<file path="src/rtl/demux_pkg.sv">
// Shared sizing and FSM state type for the serial demux select scheduler.
package demux_pkg;

  localparam int N_CH    = 8;
  localparam int SEL_W   = 3;
  localparam int DWELL_W = 8;

  typedef enum logic {
    IDLE = 1'b0,
    RUN  = 1'b1
  } state_t;

endpackage

</file>
<file path="src/rtl/next_chan_find.sv">
// Combinational search for the next enabled channel above cur, wrapping to the
// lowest enabled channel when none is higher.
module next_chan_find #(
  parameter int N_CH  = 8,
  parameter int SEL_W = 3
) (
  input  logic [N_CH-1:0]  mask,
  input  logic [SEL_W-1:0] cur,
  output logic [SEL_W-1:0] nxt,
  output logic             wrap,
  output logic [SEL_W-1:0] lowest
);

  logic [SEL_W-1:0] higher;
  logic             found;

  // Descending scan: the last hit written is the smallest qualifying index.
  always_comb begin
    lowest = '0;
    higher = '0;
    found  = 1'b0;
    for (int i = N_CH - 1; i >= 0; i--) begin
      if (mask[i]) begin
        lowest = SEL_W'(i);
      end
      if (mask[i] && (SEL_W'(i) > cur)) begin
        higher = SEL_W'(i);
        found  = 1'b1;
      end
    end
    wrap = ~found;
    nxt  = found ? higher : lowest;
  end

endmodule

</file>
<file path="src/rtl/demux_sel_sched.sv">
// Schedules a serial beat stream across the enabled outputs of a 1:N demux,
// visiting each enabled channel for a fixed number of accepted beats per frame.
module demux_sel_sched
  import demux_pkg::*;
#(
  parameter int N_CH    = demux_pkg::N_CH,
  parameter int SEL_W   = demux_pkg::SEL_W,
  parameter int DWELL_W = demux_pkg::DWELL_W
) (
  input  logic               clk,
  input  logic               reset,
  input  logic               start,
  input  logic               stop,
  input  logic [N_CH-1:0]    chan_en,
  input  logic [DWELL_W-1:0] dwell,
  input  logic               din,
  input  logic               din_valid,
  output logic               din_ready,
  output logic               dout,
  output logic [SEL_W-1:0]   sel,
  output logic               dout_valid,
  output logic               busy,
  output logic               frame_done,
  output logic               cfg_err
);

  state_t             state_q, state_d;
  logic [N_CH-1:0]    en_q, en_d;
  logic [DWELL_W-1:0] dwell_q, dwell_d;
  logic [DWELL_W-1:0] cnt_q, cnt_d;
  logic [SEL_W-1:0]   cur_ch_q, cur_ch_d;
  logic               stop_pend_q, stop_pend_d;
  logic               dout_q, dout_d;
  logic [SEL_W-1:0]   sel_q, sel_d;
  logic               dout_valid_q, dout_valid_d;
  logic               frame_done_q, frame_done_d;
  logic               cfg_err_q, cfg_err_d;

  logic [N_CH-1:0]    search_mask;
  logic [SEL_W-1:0]   nxt_ch;
  logic [SEL_W-1:0]   low_ch;
  logic               nxt_wrap;
  logic [DWELL_W-1:0] dwell_eff;

  // In IDLE the finder looks at the incoming mask to pick the first channel;
  // in RUN it walks the latched mask.
  assign search_mask = (state_q == IDLE) ? chan_en : en_q;
  assign dwell_eff   = (dwell == '0) ? DWELL_W'(1) : dwell;

  next_chan_find #(
    .N_CH  (N_CH),
    .SEL_W (SEL_W)
  ) u_next_chan_find (
    .mask   (search_mask),
    .cur    (cur_ch_q),
    .nxt    (nxt_ch),
    .wrap   (nxt_wrap),
    .lowest (low_ch)
  );

  always_comb begin
    state_d      = state_q;
    en_d         = en_q;
    dwell_d      = dwell_q;
    cnt_d        = cnt_q;
    cur_ch_d     = cur_ch_q;
    stop_pend_d  = stop_pend_q;
    dout_d       = dout_q;
    sel_d        = sel_q;
    dout_valid_d = 1'b0;
    frame_done_d = 1'b0;
    cfg_err_d    = 1'b0;
    case (state_q)
      IDLE: begin
        stop_pend_d = 1'b0;
        if (start) begin
          if (chan_en != '0) begin
            en_d     = chan_en;
            dwell_d  = dwell_eff;
            cnt_d    = dwell_eff;
            cur_ch_d = low_ch;
            state_d  = RUN;
          end else begin
            cfg_err_d = 1'b1;
          end
        end
      end
      RUN: begin
        if (stop) begin
          stop_pend_d = 1'b1;
        end
        if (din_valid) begin
          dout_d       = din;
          sel_d        = cur_ch_q;
          dout_valid_d = 1'b1;
          if (cnt_q <= DWELL_W'(1)) begin
            cnt_d    = dwell_q;
            cur_ch_d = nxt_ch;
            if (nxt_wrap) begin
              frame_done_d = 1'b1;
              // A stop arriving with the frame-ending beat still ends here.
              if (stop_pend_q || stop) begin
                state_d     = IDLE;
                stop_pend_d = 1'b0;
              end
            end
          end else begin
            cnt_d = cnt_q - DWELL_W'(1);
          end
        end
      end
      default: state_d = IDLE;
    endcase
  end

  always_ff @(posedge clk or posedge reset) begin
    if (reset) begin
      state_q      <= IDLE;
      en_q         <= '0;
      dwell_q      <= '0;
      cnt_q        <= '0;
      cur_ch_q     <= '0;
      stop_pend_q  <= 1'b0;
      dout_q       <= 1'b0;
      sel_q        <= '0;
      dout_valid_q <= 1'b0;
      frame_done_q <= 1'b0;
      cfg_err_q    <= 1'b0;
    end else begin
      state_q      <= state_d;
      en_q         <= en_d;
      dwell_q      <= dwell_d;
      cnt_q        <= cnt_d;
      cur_ch_q     <= cur_ch_d;
      stop_pend_q  <= stop_pend_d;
      dout_q       <= dout_d;
      sel_q        <= sel_d;
      dout_valid_q <= dout_valid_d;
      frame_done_q <= frame_done_d;
      cfg_err_q    <= cfg_err_d;
    end
  end

  assign din_ready  = (state_q == RUN);
  assign busy       = (state_q == RUN);
  assign dout       = dout_q;
  assign sel        = sel_q;
  assign dout_valid = dout_valid_q;
  assign frame_done = frame_done_q;
  assign cfg_err    = cfg_err_q;

endmodule
</file>
<file path="config.mk">
export PLATFORM = sky130hd
export DESIGN_NAME = demux_sel_sched
export DESIGN_NICKNAME = d
export VERILOG_FILES = /design/src/rtl/demux_pkg.sv /design/src/rtl/next_chan_find.sv /design/src/rtl/demux_sel_sched.sv
export SDC_FILE = /design/constraint.sdc
export NUM_CORES = 1
export LEC_CHECK = 0
export ABC_AREA = 1
export BUFFER_PORTS_ARGS = -buffer_cell sky130_fd_sc_hd__buf_4
export CORE_AREA = 2 2 81 83
export DETAILED_ROUTE_END_ITERATION = 16
export DIE_AREA = 0 0 83 85
export GPL_TIMING_DRIVEN = 0
export PLACE_DENSITY_LB_ADDON = 0.3
export SLEW_MARGIN = 20
export SYNTH_ARGS = -nofsm -noshare
export SYNTH_HDL_FRONTEND = slang
export SYNTH_SLANG_ARGS = --single-unit
</file>
<file path="constraint.sdc">
create_clock -name clk -period 1.6 [get_ports clk]
set_input_delay 0.24 -clock clk [delete_from_list [all_inputs] [get_ports clk]]
set_output_delay 0.24 -clock clk [all_outputs]
set_load 0.05 [all_outputs]
</file>
==> impl_metrics.py, run 1 <==
metrics = {
    "status": {
        "status": "finished, violations left",
        "violations": "negative setup slack",
    },
    "critical_path": {
        "cp_common_cell": "nor2_1",
        "endpoint_kind": "register",
        "critPathMaxStageDelay_ns": 0.39,
        "cpMaxStageDelayCell": "dfrtp_1",
        "r2r_cells": 11,
        "cp_cell_sequence": "buf_4 -> ha_1 -> inv_1 -> a21oi_2 -> nand3_2 -> inv_2 -> nand2_4 -> a21boi_4 -> nand2_1 -> nor2_1 -> nor2_1",
        "arrival_ns": 1.83,
        "cp.buffers_inverters": 3,
        "crit_family": "simple AND/OR/NAND/NOR gates",
        "cp.required_ns": 1.78,
        "crit_cells": 11,
        "worstSetupPathType": "register to register",
        "startpoint_type": "register",
        "cp_max_fo": 6,
    },
    "global_route": {
        "first_global_vias": 2074,
        "grt_pass1_wl_um": 9290,
        "grt.overflow.total": 0,
        "groute.usage.overall_pct": 16.3,
        "antenna_found_initial": 0,
        "grt_max_degree": 30,
    },
    "clocking": {
        "clkTransAtPathRegs_ns": 0.08,
        "clock-sinks": 36,
        "cts_tree": "yes",
        "clock_path_buffers": 2,
        "cts_made_buffers": 5,
        "ctsHtreeMaxLevel": 2,
        "root_buffer": "clkbuf_8",
        "insertion_delay_ns": 0.29,
    },
    "drt": {
        "detail-route-antenna-nets": 0,
        "wl_per_cell_um": 13.2,
        "vias_per_cell": 4.91,
        "drc": 0,
        "drtPass1Iterations": 4,
        "drtIter0Drc": 127,
        "vias": 2106,
        "wirelength_um": 5670,
    },
    "placement": {
        "place_worst_setup_slack_ns": -0.244,
        "gp_congestion": 0.869,
        "dpl.hpwl_um": 3980,
        "port_buffers": 30,
    },
    "final_layout": {
        "area_growth_pct": 32.6,
        "n_antenna_cell": 0,
        "fill_cells": 638,
        "drive_gt1_share_pct": 29.0,
        "final_nets": 375,
        "ff_latch_area_um2": 902,
        "multi_input_area_mm2": 0.00108,
    },
    "synthesis": {
        "synth_most_common_cell": "nand2_1",
        "synth_area_leaders": "dfrtp_1 (43%), nand2_1 (16%), inv_1 (6.3%)",
        "yosysTopAreaCell": "dfrtp_1",
        "ys_warn_count": 0,
        "ys_top_cells_by_count": "nand2_1 (89), dfrtp_1 (36), inv_1 (35), nor2_1 (28), o21ai_0 (25)",
        "synth_edf_count": 0,
        "synth-main-ff-cell": "dfrtp_1",
        "syn_nets": 320,
        "syn_area_mm2": 0.00210,
        "synth_cell_types": 27,
        "yosysSeqAreaShare_pct": 42.9,
        "postSynthCellCount": 296,
        "syn_avg_cell_area_um2": 7.09,
        "async_flop_share_pct": 100,
        "ys_ff_latch": 36,
        "synth.top_cell.area_share_pct": 42.9,
    },
    "run": {
        "maxCapViolCount": 0,
    },
    "die": {
        "rows": 29,
        "initial_utilization_pct": 33.8,
        "num_io_pins": 31,
        "die_x_um": 83,
        "die_h_um": 85,
        "core_area_mm2": 0.00620,
        "die-area_mm2": 0.00706,
    },
    "sta": {
        "holdWs_ns": 0.146,
        "rsz0062_at_grt": "yes",
        "tightest_slew_ns": 0.462,
        "skew_ns": 0.00660,
        "timing.final.crit_share_pct": 103,
        "fmax_ghz": 0.608,
        "hold_viol": 0,
        "relSlewSlack_pct": 69.2,
        "slew_violations": 0,
        "layout_setup_ws_ns": -0.0435,
        "period_minus_slack_ns": 1.64,
        "setup_viol": 4,
    },
    "power_and_ir_drop": {
        "power-per-cell-area_mw_per_mm2": 1490,
        "peakVddDrop_uv": 821,
        "p_leak_nw": 1.43,
    },
    "worst_hold_path": {
        "hold_path_depth": 3,
        "hp-class": "primary input to register",
    },
}
metal layers:
metal | track usage, % | vias up | wire (um)
met2 | 27.3 | 50 | 2770
li1 | - | 1052 | -
met4 | 6.56 | 0 | 99
met3 | 3.21 | 11 | 234
met5 | 0 | - | 0
met1 | 20.7 | 993 | 2570
report_power, final:
group	leakage, nW	internal, W	switching (W)	total, W
clock network	0.0510	0.000344	0.000338	0.000682
registers	0.429	0.00125	0.000248	0.00150
logic	0.954	0.000767	0.00119	0.00196
cell type report:
type,instances,share of cell area (%)
Clock inverter,2,0.360
Timing Repair inverter,1,0.270
Tap cell,77,3.46
Sequential cell,36,32.4
Clock buffer,6,2.97
Multi-Input combinational cell,212,39.0
Inverter,38,5.26
Timing Repair Buffer,49,14.0
Buffer,8,2.25
path summary, 6_finish.rpt:
check / from / slack (ns) / endpoint
max reg2reg: cnt_q[0] / -0.04 / cur_ch_q[1]
min reg2reg: dwell_q[1] / 0.48 / dwell_q[1]
max: cnt_q[0] / -0.04 / cur_ch_q[1]
min: din / 0.15 / dout
min in group asynchronous: reset / 0.42 / dwell_q[7]
max in group asynchronous: reset / 0.76 / busy
cells by family (layout without fill, tap and decap cells):
family	after synthesis	after routing	synth area share [%]
buffers and inverters	48	104	9.54
and+or+nand+nor	148	148	29.7
adders and majority gates	2	2	1.19
xor gates and xnor gates	2	2	0.835
DFF	36	36	42.9
AOI/OAI and AO/OA	60	60	15.8
sequential cells by signal, summed over array words and instances (netlist names):
name and flops:
cnt_q 8, dwell_q 8, en_q 8, cur_ch_q 3, sel 3, busy 1
cfg_err 1, dout 1, dout_valid 1, frame_done 1, stop_pend_q 1
metrics by stage:
stage | cells | area [um2] | util (%) | power [W] | setup TNS, ns
2_1_floorplan | 296 | 2110 | - | 0.00284 | 0
3_3_place_gp | 403 | 2440 | 39.3 | 0.00323 | -5.11
3_5_place_dp | 404 | 2460 | 39.6 | 0.00329 | -3.58
4_1_cts | 418 | 2630 | 42.3 | 0.00405 | -0.214
5_1_grt | 429 | 2780 | 44.8 | 0.00452 | -1.19
6_report | 429 | 2780 | 44.8 | 0.00414 | -0.0936
layout by cell type (no fill, tap or decap), types with 2 or more instances in the layout:
cell type / n
dfrtp_1: 35
clkinv_2: 2
a22oi_1: 4
clkbuf_8: 6
o211ai_1: 3
nand2_2: 8
a21oi_1: 16
xor2_1: 2
clkinvlp_4: 2
nand4_1: 3
buf_12: 2
inv_1: 29
buf_6: 3
a21oi_2: 4
buf_4: 46
nand3_2: 5
nand3_1: 14
inv_2: 8
o21ai_1: 4
nor2_4: 2
nand2_1: 86
o21ai_2: 5
nor2_1: 26
o21ai_0: 21
buf_2: 3
what timing repair did:
item,in CTS,in global routing
setup endpoints to repair,29,30
pin swaps,4,5
gates cloned,0,3
buffers inserted,6,9
hold buffers,1,0
resized for setup,10,25
hold endpoints to repair,7,0
worst min-delay path, delay by kind of cell:
family / cells / cell delay (ns)
buf+inv: 1 / 0.08
simple gates: 2 / 0.09
Note: power is estimated with default switching activity, not from simulation.
==> inputs of run 2 (changes only) <==
- CORE_AREA: 2 2 81 83 -> 2 2 68 70
- DIE_AREA: 0 0 83 85 -> 0 0 70 72
==> run 2 against run 1 <==
The run still ends with negative setup slack left. Sequential power about the same. Final area fell by 1.8%. Clock power rose by 17%. Critical path depth did not move. Die area is 29% lower. Largest cell class unchanged. Largest power group unchanged. Highest routed layer unchanged.
==> impl_metrics.py, run 2 (synthesis results as in run 1) <==
metrics = {
    "placement": {
        "gp_congestion": 0.910,
        "place_worst_setup_slack_ns": -0.248,
        "port_buffers": 30,
        "dpl.hpwl_um": 3610,
    },
    "die": {
        "rows": 24,
        "initial_utilization_pct": 49.2,
        "num_io_pins": 31,
        "die_h_um": 72,
        "die_x_um": 70,
        "die-area_mm2": 0.00504,
        "core_area_mm2": 0.00426,
    },
    "clocking": {
        "cts_tree": "yes",
        "insertion_delay_ns": 0.29,
        "clkTransAtPathRegs_ns": 0.08,
        "cts_made_buffers": 5,
        "clock-sinks": 36,
        "root_buffer": "clkbuf_8",
        "ctsHtreeMaxLevel": 2,
        "clock_path_buffers": 2,
    },
    "sta": {
        "skew_ns": 0.0130,
        "layout_setup_ws_ns": -0.0704,
        "relSlewSlack_pct": 49.9,
        "tightest_slew_ns": 0.750,
        "hold_viol": 0,
        "timing.final.crit_share_pct": 104,
        "period_minus_slack_ns": 1.67,
        "rsz0062_at_grt": "yes",
        "setup_viol": 8,
        "fmax_ghz": 0.599,
        "slew_violations": 0,
    },
    "drt": {
        "drtIter0Drc": 141,
        "wirelength_um": 5300,
        "drc": 0,
        "vias": 2078,
        "wl_per_cell_um": 13.2,
        "detail-route-antenna-nets": 0,
        "drtPass1Iterations": 4,
        "vias_per_cell": 5.20,
    },
    "run": {
        "maxCapViolCount": 0,
    },
    "final_layout": {
        "fill_cells": 389,
        "ff_latch_area_um2": 902,
        "top_regs": "cnt_q (8), dwell_q (8), en_q (8)",
        "mostFrequentLayoutCell": "nand2_1",
        "final_util_pct": 64.1,
        "multi_input_area_mm2": 0.00110,
        "layout_common_cells": "nand2_1 (85), buf_4 (45), dfrtp_1 (35)",
        "area_growth_pct": 30.2,
        "drive_gt1_share_pct": 29.0,
        "n_antenna_cell": 0,
        "final_nets": 371,
    },
    "power_and_ir_drop": {
        "peakVddDrop_uv": 870,
        "power-per-cell-area_mw_per_mm2": 1580,
        "p_leak_nw": 1.41,
    },
    "global_route": {
        "grt.overflow.total": 0,
        "groute.usage.overall_pct": 22.5,
        "grt_max_degree": 37,
        "grt_pass1_wl_um": 8980,
        "antenna_found_initial": 0,
        "first_global_vias": 2088,
    },
    "critical_path": {
        "r2r-start": "busy",
        "crit_start": "busy",
        "endpoint_kind": "register",
        "startpoint_type": "register",
        "cp_max_fo": 10,
        "cp.required_ns": 1.79,
        "worstSetupPathType": "register to register",
        "arrival_ns": 1.86,
    },
    "status": {
        "status": "finished, violations left",
        "violations": "negative setup slack",
    },
    "worst_hold_path": {
        "hp-class": "primary input to asynchronous set/reset pin",
    },
}
## run 2: changes by cell type in the layout (fill, tap and decap cells not counted), sizes merged
cell | previous run | this run
buf | 54 | 51
bufinv | 0 | 1
clkbuf | 8 | 9
clkinv | 2 | 1
clkinvlp | 2 | 0
dlygate4sd3 | 1 | 0
inv | 37 | 38
## run 2: per-stage QoR
stage	hold WS [ns]	TNS, ns	instance area (um2)	std cells	total power (W)
after floorplan	0.346	0	2110	296	0.00284
after global placement	0.437	-2.72	2400	378	0.00320
after detailed placement	0.428	-2.88	2400	378	0.00325
after CTS	0.111	-0.00787	2620	396	0.00420
after global routing	0.145	-1.59	2730	400	0.00469
final	0.0782	-0.287	2730	400	0.00432
## run 2: what timing repair did
item	in CTS	in global routing
pin swaps	6	8
hold buffers	0	0
gates resized for setup	11	25
endpoints found under the setup margin	28	29
setup buffers	11	5
## run 2: area by class of cell
| type | count | share of cell area [%] |
|---|---|---|
| clock inverter | 2 | 1.28 |
| clock buffer | 6 | 2.66 |
| tap | 52 | 2.38 |
| multi-input combinational | 212 | 40.2 |
| buffer | 8 | 2.20 |
| timing repair buffer | 46 | 12.9 |
| sequential | 36 | 33.0 |
| inverter | 38 | 5.31 |
## run 2: final timing paths
check                                    to  slack [ns]  cells after the start
worst max-delay path            cur_ch_q[1]       -0.07                     11
worst min-delay path            stop_pend_q        0.08                      2
worst max register to register  cur_ch_q[1]       -0.07                     11
worst min register to register   dwell_q[1]        0.47                      2
max in group asynchronous              busy        1.01                      2
min in group clk                       dout        0.14                      3
## run 2: worst max-delay path: stages, from the launching register on
cell	delay [ns]
dfrtp_2	0.48
buf_6	0.18
o21ai_2	0.21
nand2_1	0.13
nand3_2	0.11
nand2_2	0.08
nand2_2	0.10
inv_2	0.04
nand2_1	0.05
nand2_1	0.05
nor2_1	0.09
nor2_1	0.04
## run 2: per-layer routing
layer / routed length (um) / GRT usage, %
met4: 65 / 8.33
met1: 2270 / 27.7
met3: 428 / 5.42
met5: 0 / 0
met2: 2530 / 38.7
## run 2: power breakdown
part	internal (W)	switching, W	total, W
Combinational	0.000801	0.00122	0.00202
Clock	0.000463	0.000339	0.000801
Sequential	0.00125	0.000243	0.00150
Total	0.00252	0.00180	0.00432
